==> src/rtl/output_uart_tx.sv <==
// Serial 8N1 transmitter for values latched into the output register.
// Each accepted write is queued in a small FIFO and sent as a UART frame on tx.
module output_uart_tx #(
    parameter int DATA_WIDTH   = 8,
    parameter int CLKS_PER_BIT = 868,
    parameter int FIFO_DEPTH   = 4
) (
    input  logic                          clk,
    input  logic                          reset,
    input  logic                          load,
    input  logic [DATA_WIDTH-1:0]         data_in,
    output logic                          tx,
    output logic                          busy,
    output logic [$clog2(FIFO_DEPTH):0]   fifo_count,
    output logic                          fifo_full,
    output logic                          overflow
);

    localparam int PTR_W = $clog2(FIFO_DEPTH);
    localparam int CNT_W = PTR_W + 1;
    localparam int BIT_W = (CLKS_PER_BIT > 1) ? $clog2(CLKS_PER_BIT) : 1;
    localparam int IDX_W = (DATA_WIDTH > 1) ? $clog2(DATA_WIDTH) : 1;

    localparam logic [BIT_W-1:0] BIT_LAST   = BIT_W'(CLKS_PER_BIT - 1);
    localparam logic [IDX_W-1:0] IDX_LAST   = IDX_W'(DATA_WIDTH - 1);
    localparam logic [CNT_W-1:0] COUNT_FULL = CNT_W'(FIFO_DEPTH);
    localparam logic [CNT_W-1:0] COUNT_ZERO = CNT_W'(0);

    typedef enum logic [1:0] {
        IDLE  = 2'd0,
        START = 2'd1,
        DATA  = 2'd2,
        STOP  = 2'd3
    } state_t;

    state_t                  state_r;
    logic [BIT_W-1:0]        bit_cnt_r;
    logic [IDX_W-1:0]        bit_idx_r;
    logic [DATA_WIDTH-1:0]   shift_r;
    logic [DATA_WIDTH-1:0]   mem_r [FIFO_DEPTH];
    logic [PTR_W-1:0]        wr_ptr_r;
    logic [PTR_W-1:0]        rd_ptr_r;

    logic                    bit_end_s;
    logic                    stop_end_s;
    logic                    pop_s;
    logic                    wr_s;
    logic                    next_idle_s;
    logic [CNT_W-1:0]        count_next_s;
    logic [DATA_WIDTH-1:0]   head_s;
    logic [IDX_W-1:0]        idx_next_s;

    // Pop/write decisions and next-cycle FIFO occupancy.
    always_comb begin
        bit_end_s  = (bit_cnt_r == BIT_LAST);
        stop_end_s = (state_r == STOP) && bit_end_s;
        idx_next_s = bit_idx_r + IDX_W'(1);

        case (state_r)
            IDLE:    pop_s = (fifo_count != COUNT_ZERO);
            // A load on the STOP-end edge counts as queued, so frames chain without a gap.
            STOP:    pop_s = bit_end_s && ((fifo_count != COUNT_ZERO) || load);
            default: pop_s = 1'b0;
        endcase

        wr_s = load && (!fifo_full || pop_s);

        if (fifo_count != COUNT_ZERO) begin
            head_s = mem_r[rd_ptr_r];
        end else begin
            head_s = data_in;
        end

        count_next_s = fifo_count + CNT_W'(wr_s) - CNT_W'(pop_s);
        next_idle_s  = ((state_r == IDLE) && !pop_s) || (stop_end_s && !pop_s);
    end

    // FIFO storage; contents are don't-care until written.
    always_ff @(posedge clk) begin
        if (wr_s) begin
            mem_r[wr_ptr_r] <= data_in;
        end
    end

    // FIFO pointers, occupancy and status flags.
    always_ff @(posedge clk or posedge reset) begin
        if (reset) begin
            wr_ptr_r   <= '0;
            rd_ptr_r   <= '0;
            fifo_count <= '0;
            fifo_full  <= 1'b0;
            busy       <= 1'b0;
            overflow   <= 1'b0;
        end else begin
            if (wr_s) begin
                wr_ptr_r <= wr_ptr_r + PTR_W'(1);
            end
            if (pop_s) begin
                rd_ptr_r <= rd_ptr_r + PTR_W'(1);
            end
            if (load && !wr_s) begin
                overflow <= 1'b1;
            end
            fifo_count <= count_next_s;
            fifo_full  <= (count_next_s == COUNT_FULL);
            busy       <= !next_idle_s || (count_next_s != COUNT_ZERO);
        end
    end

    // Frame sequencer; tx is updated together with the state so it never glitches.
    always_ff @(posedge clk or posedge reset) begin
        if (reset) begin
            state_r   <= IDLE;
            bit_cnt_r <= '0;
            bit_idx_r <= '0;
            shift_r   <= '0;
            tx        <= 1'b1;
        end else begin
            case (state_r)
                IDLE: begin
                    bit_cnt_r <= '0;
                    if (pop_s) begin
                        shift_r <= head_s;
                        state_r <= START;
                        tx      <= 1'b0;
                    end else begin
                        tx      <= 1'b1;
                    end
                end
                START: begin
                    if (bit_end_s) begin
                        bit_cnt_r <= '0;
                        bit_idx_r <= '0;
                        state_r   <= DATA;
                        tx        <= shift_r[0];
                    end else begin
                        bit_cnt_r <= bit_cnt_r + BIT_W'(1);
                    end
                end
                DATA: begin
                    if (bit_end_s) begin
                        bit_cnt_r <= '0;
                        if (bit_idx_r == IDX_LAST) begin
                            state_r <= STOP;
                            tx      <= 1'b1;
                        end else begin
                            bit_idx_r <= idx_next_s;
                            tx        <= shift_r[idx_next_s];
                        end
                    end else begin
                        bit_cnt_r <= bit_cnt_r + BIT_W'(1);
                    end
                end
                STOP: begin
                    if (bit_end_s) begin
                        bit_cnt_r <= '0;
                        if (pop_s) begin
                            shift_r <= head_s;
                            state_r <= START;
                            tx      <= 1'b0;
                        end else begin
                            state_r <= IDLE;
                            tx      <= 1'b1;
                        end
                    end else begin
                        bit_cnt_r <= bit_cnt_r + BIT_W'(1);
                    end
                end
                default: begin
                    state_r   <= IDLE;
                    bit_cnt_r <= '0;
                    tx        <= 1'b1;
                end
            endcase
        end
    end

endmodule
==> config.mk <==
export PLATFORM = sky130hd
export DESIGN_NAME = output_uart_tx
export DESIGN_NICKNAME = d
export VERILOG_FILES = /design/src/rtl/output_uart_tx.sv
export SDC_FILE = /design/constraint.sdc
export NUM_CORES = 1
export LEC_CHECK = 0
export CAP_MARGIN = 10
export CORE_ASPECT_RATIO = 1.1
export CORE_MARGIN = 2
export CORE_UTILIZATION = 33
export CTS_BUF_LIST = sky130_fd_sc_hd__clkbuf_4 sky130_fd_sc_hd__clkbuf_8
export CTS_CLUSTER_DIAMETER = 80
export CTS_CLUSTER_SIZE = 20
export DETAILED_ROUTE_END_ITERATION = 8
export HOLD_SLACK_MARGIN = 0.15
export SETUP_SLACK_MARGIN = 0.05
export SLEW_MARGIN = 20
export SYNTH_ARGS = -nofsm -noshare
export SYNTH_HDL_FRONTEND = slang
export SYNTH_SLANG_ARGS = --single-unit
==> constraint.sdc <==
create_clock -name clk -period 7.1 [get_ports clk]
set_clock_uncertainty 0.1 [all_clocks]
set_input_delay 1.42 -clock clk [delete_from_list [all_inputs] [get_ports clk]]
set_output_delay 1.42 -clock clk [all_outputs]
set_load 0.02 [all_outputs]
# Word-level counts from Yosys, hierarchy flattened
# Memories as Yosys holds them, arrays and structs flattened.
# Cells that the tools add are included.
# word_totals
ff_bits	34
mem_bits_rw	32
in_bits	11
output_inout_bits	7
wordCells	83
mem_count	1
# mem_list
memory	depth	word_bits	read_ports	rd_ports_with_merged_regs	wr	line_no	text
mem_r	4	8	1	0	1	40	logic [DATA_WIDTH-1:0] mem_r [FIFO_DEPTH];
# op_classes
addsub	6
order_cmp	1
n_eq_ne	12
mux	28
reduce_logical	24
# op_table
cell	count
$mux 8	3
$pmux 10 s2	1
$pmux 8 s2	1
$ne 2x2->1 const B	6
$add 10x1->10 const B	1
$eq 10x10->1 const B	1
$mux 10	1
$mux 2	5
$mux 1	9
$mux 3	3
$pmux 2 s4	1
$eq 3x3->1 const B	2
$logic_and 1x1->1	6
$pmux 3 s2	1
$reduce_bool 3->1	2
$reduce_and 5->1	1
$add 2x1->2 const B	2
$eq 2x2->1 const B	2
$logic_not 1->1	4
$logic_or 1x1->1	4
$lt 3x4->1 const B	1
$pmux 1 s4	1
$reduce_and 4->1	1
$reduce_bool 2->1	2
other kinds (10)	10

# Logic depth before layout (Yosys ltp)
# Gate-level depths: netlist of the first run.
# logic_depth
depth_word	10
ltp_mapped	13
depth_no_buf	13

# Worst setup path before layout of the first run
# OpenSTA, ideal clock, no wires.
# synth_path
kind	input to register
startpoint	input port load
endpoint	register busy
setup_time_ps	143
t_arrival_ps	3562
t_required_ps	6857
setup_slack_ps	3294
cell_stages	12
path_buffers	0
cell_sequence	inv_1 -> a21oi_1 -> o21ai_4 -> a21oi_4 -> inv_1 -> ha_1 -> inv_1 -> ha_1 -> fa_1 -> xnor2_1 -> xnor2_1 -> o2111ai_1
# synth_via
elab_chain_len	9
word_cells_on_any_way	14
classes_between	add/sub: 2; mux: 1; reduce/logical: 11
# synth_rtl
item	line_no	text
start: declaration	10	input logic load,
$logic_or 1x1->1	62	STOP: pop_s = bit_end_s && ((fifo_count != COUNT_ZERO) || load);
$logic_and 1x1->1	62	
$pmux 1 s2	59	case (state_r)
$logic_or 1x1->1	66	wr_s = load && (!fifo_full || pop_s);
$logic_and 1x1->1	66	
$add 3x1->3	74	count_next_s = fifo_count + CNT_W'(wr_s) - CNT_W'(pop_s);
$sub 3x1->3	74	
$reduce_bool 3->1	106	busy <= !next_idle_s || (count_next_s != COUNT_ZERO);
$logic_or 1x1->1 (*)	106	
end signal: assignment	106	
end: declaration	13	output logic busy,
# Mark *: on every way between the ends. The rest lies on a longest branch, timed or not.
# A chain may end at the register's enable or synchronous reset.

# Worst setup path in the final report of the first run
# Same ends and word-level chain as after synthesis.

==> reports/qor.yml, run 1 <==
floorplan:
  coreArea_um2: 8960
  die_x_um: 96.0
  die_h_um: 105
  rows: 36
  io_pins: 18
  die_area_um2: 10100
  start_util_pct: 34.3
global_routing:
  grt_pass1_wl_um: 8670
  grt-ovfl-total: 0
  grt_pass1_vias: 1800
  gr-usage-all-layers_pct: 11.4
  grt_max_degree: 35
  antenna_found_initial: 0
routing:
  drtAntennaViolNets: 0
  drc: 0
  dr.first_iter.drc_count: 69
  routedWlPerCell_um: 14.3
  wirelength_um: 5180
  avgViaCountPerCell: 4.83
  dr.pass1.iters: 4
  num_vias: 1742
clock_tree:
  htree_levels: 3
  clk_pin_slew_ns: 0.07
  clk_path_buf_depth: 2
  post_cts_buffers: 0
  cts_buffers: 9
  cts_resized: 0
  ctsHoldBuffers: 0
  cts_tree: "done"
  cts_root_buf: "clkbuf_8"
  clk_latency_ns: 0.33
  cts.sinks: 66
setup_path:
  crit_arrival_ns: 4.33
  cp_common_cell: "inv_1"
  r2r_slack_ns: 3.45
  worst-path-max-fanout: 7
  worstPathCellList: "clkdlybuf4s50_1 -> inv_1 -> a21oi_1 -> o21ai_4 -> a21oi_4 -> inv_1 -> ha_1 -> inv_1 -> ha_1 -> fa_1 -> xnor2_1 -> xnor2_1 -> o2111ai_1"
  required_ns: 7.20
  critPathSlowestCell: "clkdlybuf4s50_1"
  reg2reg_from: "fifo_count[0]"
  endpoint_kind: "flip-flop"
  max_stage_delay_ns: 0.49
  worstSetupStartpointType: "primary input"
  worstRegToRegCells: 11
  crit_buf_inv: 4
  path_class: "in2reg"
  crit_family: "compound AO/OA/AOI/OAI gates"
  rr_endpoint: "busy"
timing:
  period_share_pct: 59.5
  fin_setup_tns_ns: 0
  finalHoldViolCount: 0
  period_minus_slack_ns: 4.23
  worstMarginPinSlew_ns: 1.06
  slew-limit-headroom_pct: 28.7
  setup_viol: 0
  rsz0062_at_grt: "false"
  max_freq_ghz: 0.237
  slew_viol_final: 0
cells_and_area:
  layout-drive-gt1-share_pct: 18.2
  n_antenna_cell: 0
  fillers: 819
  syn2layout_area_growth_pct: 18.3
  fin_nets: 268
  mostFrequentLayoutCells: "dfrtp_1 (33), edfxtp_1 (32), clkdlybuf4s50_1 (17)"
  post-route-util_pct: 40.6
  layout_commonest_cell: "dfrtp_1"
logic_synthesis:
  seq_area_frac_synth_pct: 59.0
  netlist_top_cells_area: "edfxtp_1 (31%), dfrtp_1 (27%), mux4_2 (7.3%)"
  yosys_warnings: 0
  synth-seq-cells: 66
  synth_fp_nets: 244
  ys.flop_type: "dfrtp_1"
  synthArstFlopShare_pct: 51.5
  synth_cell_types: 46
  netlist_instances: 218
  synth_top_cell_by_area: "edfxtp_1"
  syn-cell-area_um2: 3070
  avgSynthCellArea_um2: 14.1
  synth-edff-count: 32
  synth_top_area_share_pct: 31.3
power:
  vdd_drop_max_mv: 0.222
  p_leak_nw: 1.42
  p_per_area_nw_per_um2: 298
run_status:
  outcome: "complete, no violations"
placed_design:
  port_buffers: 17
  dp_hpwl_um: 3740
  routabilityCongestion: 0.763
worst_hold_path:
  min_path_type: "reg2reg"
  min_path_cells: 1
  hold_start: "overflow"
  holdPathEnd: "overflow"
flow_run:
  drv_cap: 0
[sequential cells by signal (all words and copies together) (netlist names), 2 cells and up]
register,count
state_r,2
fifo_count,3
wr_ptr_r,2
bit_idx_r,3
shift_r,8
rd_ptr_r,2
bit_cnt_r,10
mem_r,32
[per-layer routing]
layer  vias to the layer above  part of all wire, %  GRT usage [%]  wire length [um]
li1                        833                    -              -                 -
met1                       878                   44           14.2              2300
met2                        25                   51           18.1              2640
met3                         6                  3.2           3.50               165
met4                         0                  1.4           5.20                72
met5                         -                    0              0                 0
[area by class of cell]
class / count / area (um2) / area share (%)
inverter: 14 / 52.6 / 1.45
clock inverter: 7 / 141 / 3.89
multi-input combinational: 133 / 1180 / 32.6
timing repair buffer: 18 / 178 / 4.89
tap: 114 / 143 / 3.92
sequential: 66 / 1810 / 49.9
clock buffer: 9 / 124 / 3.41
[cells by family after synthesis]
logic type / synth area share, %
DFF: 59.0
and+or+nand+nor: 10.1
AOI/OAI and AO/OA: 6.88
muxes: 11.4
buffers and inverters: 2.48
adders and majority gates: 6.35
xor gates and xnor gates: 3.71
[power breakdown]
part | total (W) | internal, W | switching [W]
Combinational | 0.000189 | 0.0000874 | 0.000101
Clock | 0.000409 | 0.000269 | 0.000140
Sequential | 0.000486 | 0.000458 | 0.0000283
Total | 0.00108 | 0.000814 | 0.000270
[synthesized netlist by cell type, types with 2 or more instances]
cell type,n
a22oi_1,3
and2_2,4
nand3_1,3
mux2i_1,10
a21oi_1,3
buf_2,4
nor2_1,12
dfrtp_1,33
nand4_1,2
inv_1,14
xnor2_1,7
o21ai_0,13
edfxtp_1,32
mux4_2,10
xor2_1,6
ha_1,14
nand2_1,16
nand2b_1,2
nor3_1,2
nor2b_1,2
[stage by stage]
stage                     area (um2)  setup slack, ns  total power [W]  hold slack (ns)  instances
final                           3630             2.87          0.00108            0.378        361
after global routing            3630             2.64          0.00113            0.398        361
after CTS                       3630             2.88          0.00110            0.383        361
after detailed placement        3370             2.50         0.000688            0.362        345
after global placement          3370             2.63         0.000684            0.366        345
after floorplan                 3070             3.29         0.000618            0.345        218
[worst max path at each step]
stage | startpoint | end | depth (start not counted)
2_1_floorplan | load | busy | 12
3_3_place_gp | load | busy | 13
3_5_place_dp | load | busy | 13
4_1_cts | load | busy | 13
5_1_grt | load | busy | 13
6_report | load | busy | 13
Power figures use the tool's default switching activity.
==> inputs of run 2 (changes only) <==
- clock period: 7.1 -> 3.4 ns (I/O delays scaled with it)
==> reports/qor.yml, run 2 (synthesized netlist as in run 1, its figures left out) <==
global_routing:
  grtUsageMet1_pct: 15.7
  grt_use_met3_pct: 3.07
  grt.met2_usage_pct: 18.4
  grt_pass1_wl_um: 8970
  busiest_layer: "met2"
  gr-usage-all-layers_pct: 12.0
  antenna_found_initial: 0
  grt_pass1_vias: 1842
  grt-ovfl-total: 0
  grt_max_degree: 35
timing:
  slew_viol_final: 0
  max_freq_ghz: 0.318
  period_share_pct: 92.6
  period_minus_slack_ns: 3.15
  slew-limit-headroom_pct: 58.3
  worstMarginPinSlew_ns: 0.625
  setup_viol: 0
  finalHoldViolCount: 0
  rsz0062_at_grt: "false"
clock_tree:
  cts_tree: "done"
  clk_pin_slew_ns: 0.08
  cts_root_buf: "clkbuf_8"
  htree_levels: 3
  clk_path_buf_depth: 2
  clk_latency_ns: 0.34
  cts_buffers: 9
  ctsHoldBuffers: 0
  cts.sinks: 66
floorplan:
  coreArea_um2: 8960
  die_h_um: 105
  die_area_um2: 10100
  rows: 36
  start_util_pct: 34.3
  die_x_um: 96.0
  io_pins: 18
routing:
  wirelength_um: 5360
  routedWlPerCell_um: 14.5
  num_vias: 1767
  drc: 0
  avgViaCountPerCell: 4.78
  drtAntennaViolNets: 0
  dr.pass1.iters: 4
  dr.first_iter.drc_count: 111
setup_path:
  required_ns: 3.53
  worstPathCellList: "ha_4 -> or2b_2 -> nor4_4 -> o21ai_4 -> a21oi_4 -> inv_1 -> ha_1 -> inv_1 -> ha_1 -> fa_2 -> xnor2_1 -> xnor2_1 -> buf_4 -> nor3_2"
  critPathSlowestCell: "dfrtp_2"
  reg2reg_from: "state_r[1]"
  worstSetupStartpointType: "flip-flop"
  crit_arrival_ns: 3.28
  worst-path-max-fanout: 5
  max_stage_delay_ns: 0.43
  endpoint_kind: "flip-flop"
  cp-startpoint: "state_r[1]"
  crit_buf_inv: 3
  crit_family: "adder cells"
  path_class: "reg2reg"
cells_and_area:
  fin_cells: 370
  mostFrequentLayoutCells: "dfrtp_1 (32), edfxtp_1 (32), clkdlybuf4s50_1 (17)"
  post-route-util_pct: 40.7
  largest_register_ff_count: 32
  regMostFlops: "mem_r"
  top_regs: "mem_r: 32 flops, bit_cnt_r: 10 flops, shift_r: 8 flops"
  fillers: 815
  fin_nets: 277
  n_antenna_cell: 0
  layout-drive-gt1-share_pct: 22.7
  syn2layout_area_growth_pct: 18.9
placed_design:
  port_buffers: 17
  dp.cells: 352
  dp_hpwl_um: 3730
  routabilityCongestion: 0.736
power:
  p_leak_nw: 1.44
  p_per_area_nw_per_um2: 575
  vdd_drop_max_mv: 0.390
worst_hold_path:
  hold_start: "overflow"
  min_path_type: "reg2reg"
run_status:
  outcome: "complete, no violations"
flow_run:
  drv_cap: 0
[run 2: changes by cell type in the layout (fill, tap and decap cells not counted), sizes merged]
cell | previous run | this run
buf | 1 | 10
bufinv | 4 | 1
clkinv | 2 | 5
[run 2: worst reg2reg max path, delay by kind of cell, from the launching register on]
family          cells  cell delay (ns)
flops               1             0.43
buf+inv             3             0.24
fa+ha+maj           4             0.93
compound gates      2             0.26
xor+xnor            2             0.35
simple gates        3             0.75
[run 2: metal layers]
layer  share of wire, %  vias to the layer above
met3                2.4                       10
met1                 46                      877
li1                   -                      859
met5                  0                        -
met4                2.0                        0
met2                 49                       21
[run 2: final cells by class]
cell class / count / area, um2 / area share [%]
sequential: 66 / 1810 / 49.7
multi-input combinational: 133 / 1200 / 33.0
timing repair buffer: 27 / 245 / 6.71
tap: 114 / 143 / 3.91
clock buffer: 9 / 124 / 3.39
clock inverter: 7 / 70.1 / 1.92
inverter: 14 / 52.6 / 1.44
[run 2: timing repair]
| action | CTS | global route |
|---|---|---|
| buffers inserted | 0 | 2 |
| hold endpoints to repair | 0 | 0 |
| resized for setup | 0 | 5 |
| endpoints found under the setup margin | 0 | 3 |
[run 2: final timing paths]
kind / end / slack [ns] / depth (start not counted)
min in group asynchronous: fifo_count[0] / 0.63 / 3
worst max register to register: fifo_full / 0.25 / 14
worst min-delay path: overflow / 0.38 / 1
worst max-delay path: fifo_full / 0.25 / 14
max in group asynchronous: tx / 2.22 / 3
worst min register to register: overflow / 0.38 / 1
[run 2: power by group]
group	switching, W	leakage, nW	internal [W]	total [W]
clock network	0.000304	0.0990	0.000337	0.000641
logic	0.000226	0.636	0.000217	0.000443
registers	0.0000616	0.702	0.000956	0.00102
total	0.000592	1.44	0.00151	0.00210
[run 2: metrics by stage]
step                      total power [W]  hold slack, ns  area [um2]  setup TNS, ns  setup slack [ns]
after floorplan                   0.00129           0.345        3070              0             0.245
after global placement            0.00146           0.359        3420              0            0.0517
after CTS                         0.00212           0.385        3620              0             0.181
final                             0.00210           0.379        3650              0             0.252
after global routing              0.00222           0.408        3650              0            0.0616
after detailed placement          0.00147           0.363        3420         -0.109           -0.0840
